===== src/rtl/fp_sqrt_arbiter_pkg.sv =====
// Shared types for the square-root arbiter: FP exception flags and the sequencing FSM states.
package fp_sqrt_arbiter_pkg;

  // RISC-V fflags ordering: invalid, divide-by-zero, overflow, underflow, inexact.
  typedef struct packed {
    logic nv;
    logic dz;
    logic of;
    logic uf;
    logic nx;
  } fflags_t;

  typedef enum logic [1:0] {
    StIdle,
    StBusy,
    StRespond
  } fp_sqrt_arb_state_e;

endpackage


===== src/rtl/fp_rr_picker.sv =====
// Combinational round-robin picker: first eligible requester at or after ptr, wrapping.
module fp_rr_picker #(
  parameter int unsigned NUM_REQ = 2,
  parameter int unsigned IDX_W   = (NUM_REQ > 1) ? $clog2(NUM_REQ) : 1
) (
  input  logic [NUM_REQ-1:0] eligible,
  input  logic [IDX_W-1:0]   ptr,
  output logic [NUM_REQ-1:0] grant,
  output logic [IDX_W-1:0]   grant_idx,
  output logic               grant_any
);

  always_comb begin
    logic [IDX_W-1:0] idx;
    idx       = '0;
    grant     = '0;
    grant_idx = '0;
    grant_any = 1'b0;
    for (int unsigned k = 0; k < NUM_REQ; k++) begin
      idx = IDX_W'((32'(ptr) + k) % NUM_REQ);
      if (!grant_any && eligible[idx]) begin
        grant[idx] = 1'b1;
        grant_idx  = idx;
        grant_any  = 1'b1;
      end
    end
  end

endmodule


===== src/rtl/fp_sqrt_arbiter.sv =====
// Shares one multi-cycle square-root unit between NUM_REQ requesters with round-robin
// arbitration, holding the unit's operand stable and returning the result to the owner.
module fp_sqrt_arbiter
  import fp_sqrt_arbiter_pkg::*;
#(
  parameter int unsigned EXPONENT_WIDTH = 8,
  parameter int unsigned FRACTION_WIDTH = 23,
  parameter int unsigned WIDTH          = 1 + EXPONENT_WIDTH + FRACTION_WIDTH,
  parameter int unsigned NUM_REQ        = 2
) (
  input  logic                            clk,
  input  logic                            rst_n,
  input  logic [NUM_REQ-1:0]              req_valid,
  output logic [NUM_REQ-1:0]              req_ready,
  input  logic [NUM_REQ-1:0][WIDTH-1:0]   req_src,
  input  logic [NUM_REQ-1:0][2:0]         req_rounding_mode,
  input  logic [NUM_REQ-1:0]              req_flush,
  output logic [NUM_REQ-1:0]              resp_valid,
  input  logic [NUM_REQ-1:0]              resp_ready,
  output logic [WIDTH-1:0]                resp_result,
  output fflags_t                         resp_flags,
  output logic                            sqrt_enable,
  output logic                            sqrt_flush,
  output logic [WIDTH-1:0]                sqrt_src,
  output logic [2:0]                      sqrt_rounding_mode,
  input  logic [WIDTH-1:0]                sqrt_result,
  input  fflags_t                         sqrt_flags,
  input  logic                            sqrt_done
);

  localparam int unsigned IdxW = (NUM_REQ > 1) ? $clog2(NUM_REQ) : 1;

  fp_sqrt_arb_state_e state_q, state_d;
  logic [IdxW-1:0]    ptr_q, ptr_d;
  logic [IdxW-1:0]    owner_q, owner_d;
  logic [WIDTH-1:0]   src_q, src_d;
  logic [2:0]         rm_q, rm_d;
  logic [WIDTH-1:0]   result_q, result_d;
  fflags_t            flags_q, flags_d;

  logic [NUM_REQ-1:0] grant;
  logic [IdxW-1:0]    grant_idx;
  logic               grant_any;
  logic               owner_flush;
  logic [IdxW-1:0]    ptr_after_owner;

  fp_rr_picker #(
    .NUM_REQ (NUM_REQ),
    .IDX_W   (IdxW)
  ) u_picker (
    .eligible  (req_valid & ~req_flush),
    .ptr       (ptr_q),
    .grant     (grant),
    .grant_idx (grant_idx),
    .grant_any (grant_any)
  );

  assign owner_flush     = req_flush[owner_q];
  assign ptr_after_owner = (owner_q == IdxW'(NUM_REQ - 1)) ? '0 : owner_q + 1'b1;

  assign sqrt_src           = src_q;
  assign sqrt_rounding_mode = rm_q;
  assign resp_result        = result_q;
  assign resp_flags         = flags_q;

  always_comb begin
    state_d     = state_q;
    ptr_d       = ptr_q;
    owner_d     = owner_q;
    src_d       = src_q;
    rm_d        = rm_q;
    result_d    = result_q;
    flags_d     = flags_q;
    req_ready   = '0;
    resp_valid  = '0;
    sqrt_enable = 1'b0;
    sqrt_flush  = 1'b0;

    unique case (state_q)
      StIdle: begin
        // Gated by rst_n so no requester sees a grant while reset is held.
        if (grant_any && rst_n) begin
          req_ready = grant;
          owner_d   = grant_idx;
          src_d     = req_src[grant_idx];
          rm_d      = req_rounding_mode[grant_idx];
          state_d   = StBusy;
        end
      end
      StBusy: begin
        // A flush beats a coincident sqrt_done; the result is simply not captured.
        if (owner_flush) begin
          sqrt_flush = 1'b1;
          ptr_d      = ptr_after_owner;
          state_d    = StIdle;
        end else begin
          sqrt_enable = 1'b1;
          if (sqrt_done) begin
            result_d = sqrt_result;
            flags_d  = sqrt_flags;
            state_d  = StRespond;
          end
        end
      end
      StRespond: begin
        if (owner_flush) begin
          ptr_d   = ptr_after_owner;
          state_d = StIdle;
        end else begin
          resp_valid[owner_q] = 1'b1;
          if (resp_ready[owner_q]) begin
            ptr_d   = ptr_after_owner;
            state_d = StIdle;
          end
        end
      end
      default: state_d = StIdle;
    endcase
  end

  always_ff @(posedge clk or negedge rst_n) begin
    if (!rst_n) begin
      state_q  <= StIdle;
      ptr_q    <= '0;
      owner_q  <= '0;
      src_q    <= '0;
      rm_q     <= '0;
      result_q <= '0;
      flags_q  <= '0;
    end else begin
      state_q  <= state_d;
      ptr_q    <= ptr_d;
      owner_q  <= owner_d;
      src_q    <= src_d;
      rm_q     <= rm_d;
      result_q <= result_d;
      flags_q  <= flags_d;
    end
  end

endmodule


===== config.mk =====
export PLATFORM = sky130hd
export DESIGN_NAME = fp_sqrt_arbiter
export DESIGN_NICKNAME = d
export VERILOG_FILES = /design/src/rtl/fp_sqrt_arbiter_pkg.sv /design/src/rtl/fp_rr_picker.sv /design/src/rtl/fp_sqrt_arbiter.sv
export SDC_FILE = /design/constraint.sdc
export NUM_CORES = 1
export LEC_CHECK = 0
export CAP_MARGIN = 20
export CORE_MARGIN = 2
export CORE_UTILIZATION = 39
export DETAILED_ROUTE_END_ITERATION = 10
export HOLD_SLACK_MARGIN = 0.1
export PLACE_DENSITY = 0.87
export SYNTH_ARGS = -nofsm -noshare
export SYNTH_HDL_FRONTEND = slang
export SYNTH_SLANG_ARGS = --single-unit

===== constraint.sdc =====
create_clock -name clk -period 1.75 [get_ports clk]
set_input_delay 0.175 -clock clk [delete_from_list [all_inputs] [get_ports clk]]
set_output_delay 0.175 -clock clk [all_outputs]
set_load 0.1 [all_outputs]

==> metrics.yaml <==
setup_path:
  crit_type: "reg2out"
  slowest_delay_ns: 0.39
  worst_setup_path_start_kind: "register"
  crit_buf_inv: 3
  path_max_fanout: 3
  critical_path.cell_chain: "inv_2 -> buf_6 -> ha_4 -> o211ai_4 -> a2111oi_4 -> buf_12"
  endpoint_kind: "output pin"
  timing.critical_path.slowest_stage_cell: "sky130_fd_sc_hd__dfrtp_1"
  cpLargestDelayFamily: "flip-flops"
  critical_path_required_ns: 1.57
  timing.critical_path.arrival_ns: 1.61
logic_synthesis:
  synthCells: 267
  yosys.cell_types.count: 29
  yosys_register_bits: 76
  synth.most_common_cell: "sky130_fd_sc_hd__dfrtp_1"
  async_reset_ff_share_pct: 100
  synth_nets: 387
  warning_count_from_the_yosys_run: 0
  netlist_top_cells_count: "sky130_fd_sc_hd__dfrtp_1, sky130_fd_sc_hd__mux2i_1, sky130_fd_sc_hd__nand2_1"
  post_synth_main_area_contributors: "sky130_fd_sc_hd__dfrtp_1, sky130_fd_sc_hd__mux2_4, sky130_fd_sc_hd__mux2i_1, sky130_fd_sc_hd__nand2_1, sky130_fd_sc_hd__o21ai_0"
  ys_seq_area_share_pct: 54.2
  yosysTopAreaCell: "sky130_fd_sc_hd__dfrtp_1"
  synth_top_area_share_pct: 54.2
  synth.cell_area_sq_um: 3510
  number_of_flops_mapped_to_enable_cells_by_yosys: 0
  postSynth.topFlopCell: "sky130_fd_sc_hd__dfrtp_1"
  post_synth.cell_area_avg_sq_um: 13.1
final_layout:
  area_taken_by_multi_input_logic_gates_sq_um: 1520
  seq_area_sq_um: 1900
  num-nets-final: 613
  layout_filler_cell_count: 653
  drive_gt1_share_pct: 36.3
  number_of_diodes: 0
  area_growth_pct: 69.2
clock_network:
  numCtsBuffers: 9
  tritoncts_clock_tree: "yes"
  clkTransAtPathRegs_ns: 0.07
  clk_path_buf_depth: 2
  clk_root_buffer_cell: "sky130_fd_sc_hd__clkbuf_8"
  num_clock_sinks: 76
  htree_num_levels: 3
  clock_insertion_delay_worst_skew_ns: 0.33
floorplan:
  floorplan.die_area_sq_um: 9780
  die_h_um: 98.9
  ioPinCount: 194
  floorplan.core_area_sq_um: 8720
  rows: 34
  initial_utilization_pct: 40.3
  die_width_um: 98.9
drt:
  top_layer_used: "met4"
  ant_nets: 0
  detailedRoute.firstIterationViolations: 32
  route.met3.wl_um: 704
  drc_viols: 0
  drt_pre_antenna_iters: 4
  dr_total_vias: 2862
  m1WireLength_um: 3780
  drt_wl_total_um: 9310
  drt-wirelength-per-cell_um: 15.4
  viasPerCell: 4.72
  met2WireLength_um: 4730
sta:
  finalCriticalPeriod_ns: 1.79
  setup_viol: 2
  post-route-period-util_pct: 102
  worst_clock_skew_ns: 0.0121
  fin_hold_ws_ns: 0.239
  setup-tns-final_ns: -0.0622
  slew_viol_final: 0
  fin_ws_ns: -0.0393
  timing.fmax_mhz: 559
  worst_margin_slew_ns: 0.651
  finalHoldViolCount: 0
  rsz0062_at_grt: "true"
  worst_slew_margin_rel_pct: 56.6
global_route:
  largest_net_degree_at_the_start_of_global_routing: 53
  grtUsageTotal_pct: 18.9
  number_of_global_route_vias_before_repair: 2980
  grt_overflow: 0
  grt_pass1_wl_um: 14700
  antenna_violations_before_repair: 0
min_path:
  holdCritPathClass: "in2async"
run_status:
  run_status: "complete, but fails checks"
  failed_checks: "setup timing"
placement:
  hpwlAfterDp_um: 7210
  port_buffers: 193
  gpl.final_weighted_congestion: 0.759
run:
  maxCapViolations: 0
==> metal layers <==
layer  track usage [%]  vias to the layer above
met4              5.37                        0
li1                  -                     1378
met5                 0                        -
met3              4.82                       12
met1              23.7                     1345
met2              32.2                      127
==> timing repair <==
| action | in CTS | in global routing |
|---|---|---|
| gates resized for setup | 6 | 2 |
| buffers inserted | 5 | 3 |
| setup endpoints to repair | 3 | 4 |
| hold endpoints to repair | 76 | 0 |
| hold buffers | 1 | 0 |
| pin swaps | 2 | 0 |
==> cells in the final DEF, fill, tap and decap left out, drive strengths merged <==
| master | netlist | final |
|---|---|---|
| mux2i | 37 | 37 |
| a21boi | 1 | 1 |
| clkdlybuf4s50 | 0 | 114 |
| a211oi | 1 | 1 |
| mux2 | 38 | 38 |
| a21o | 1 | 1 |
| ha | 4 | 4 |
| a221oi | 1 | 1 |
| clkinvlp | 0 | 1 |
| a2bb2oi | 1 | 1 |
| nor2 | 1 | 1 |
| inv | 5 | 6 |
| nand2 | 37 | 37 |
| buf | 8 | 115 |
| o21ai | 36 | 36 |
| and2 | 1 | 1 |
| clkinv | 0 | 2 |
| a2111oi | 1 | 1 |
| nor2b | 3 | 3 |
| dfrtp | 76 | 76 |
| nor3 | 1 | 1 |
| o21a | 1 | 1 |
| and3b | 1 | 1 |
| and2b | 1 | 1 |
| bufinv | 0 | 2 |
| o211ai | 1 | 1 |
| nor3b | 3 | 3 |
| dlygate4sd3 | 0 | 1 |
| clkbuf | 7 | 10 |
==> path summary, 6_finish.rpt <==
| check | start | end | slack, ns | cells past startpoint |
|---|---|---|---|---|
| setup / recovery | state_q[1] | req_ready[0] | -0.04 | 6 |
| hold / removal | rst_n | state_q[1] | 0.24 | 2 |
| setup reg to reg | state_q[1] | state_q[0] | 0.09 | 7 |
| hold reg to reg | sqrt_src[23] | sqrt_src[23] | 0.49 | 2 |
| max in group asynchronous | rst_n | sqrt_src[27] | 0.68 | 3 |
| min in group clk | sqrt_result[16] | resp_result[16] | 0.45 | 2 |
==> worst reg2reg max path, stage by stage, from the launching register on <==
cell and delay (ns):
sky130_fd_sc_hd__dfrtp_1 0.36, sky130_fd_sc_hd__inv_2 0.05, sky130_fd_sc_hd__buf_6 0.11, sky130_fd_sc_hd__ha_4 0.16, sky130_fd_sc_hd__buf_4 0.12, sky130_fd_sc_hd__buf_4 0.13, sky130_fd_sc_hd__a221oi_2 0.24, sky130_fd_sc_hd__mux2_1 0.35
==> cell families (layout without fill, tap and decap cells) <==
family                     after synthesis  count (layout)  share of synthesized area, %
buffers and inverters                   20             251                          4.60
AOI/OAI and AO/OA                       44              44                          7.38
adders and majority gates                4               4                          1.43
DFF                                     76              76                          54.2
muxes                                   75              75                          25.9
and+or+nand+nor                         48              48                          6.49
==> cell type report <==
class | count | share of cell area (%)
Timing Repair Buffer | 230 | 36.0
Inverter | 5 | 0.316
Clock inverter | 6 | 1.45
Sequential cell | 76 | 32.0
Tap cell | 108 | 2.28
Clock buffer | 10 | 2.32
Multi-Input combinational cell | 171 | 25.6
==> state kept, by name, summed over array words and instances, names as in the netlist <==
name / count
owner_q: 1
ptr_q: 1
resp_flags: 5
resp_result: 32
sqrt_rounding_mode: 3
sqrt_src: 32
state_q: 2
==> stage by stage <==
step / std cells / util, % / setup WS, ns / instance area [sq um]
finish: 606 / 68.1 / -0.0393 / 5940
global route: 606 / 68.1 / -0.110 / 5940
CTS: 603 / 67.8 / -0.0552 / 5910
detailed placement: 581 / 64.5 / -0.335 / 5620
global placement: 581 / 64.5 / -0.301 / 5620
floorplan: 267 / - / -0.342 / 3560
Power is left out: the tool's default activity adds up to more than one toggle a clock period on the data nets, which glitch-free logic cannot reach.
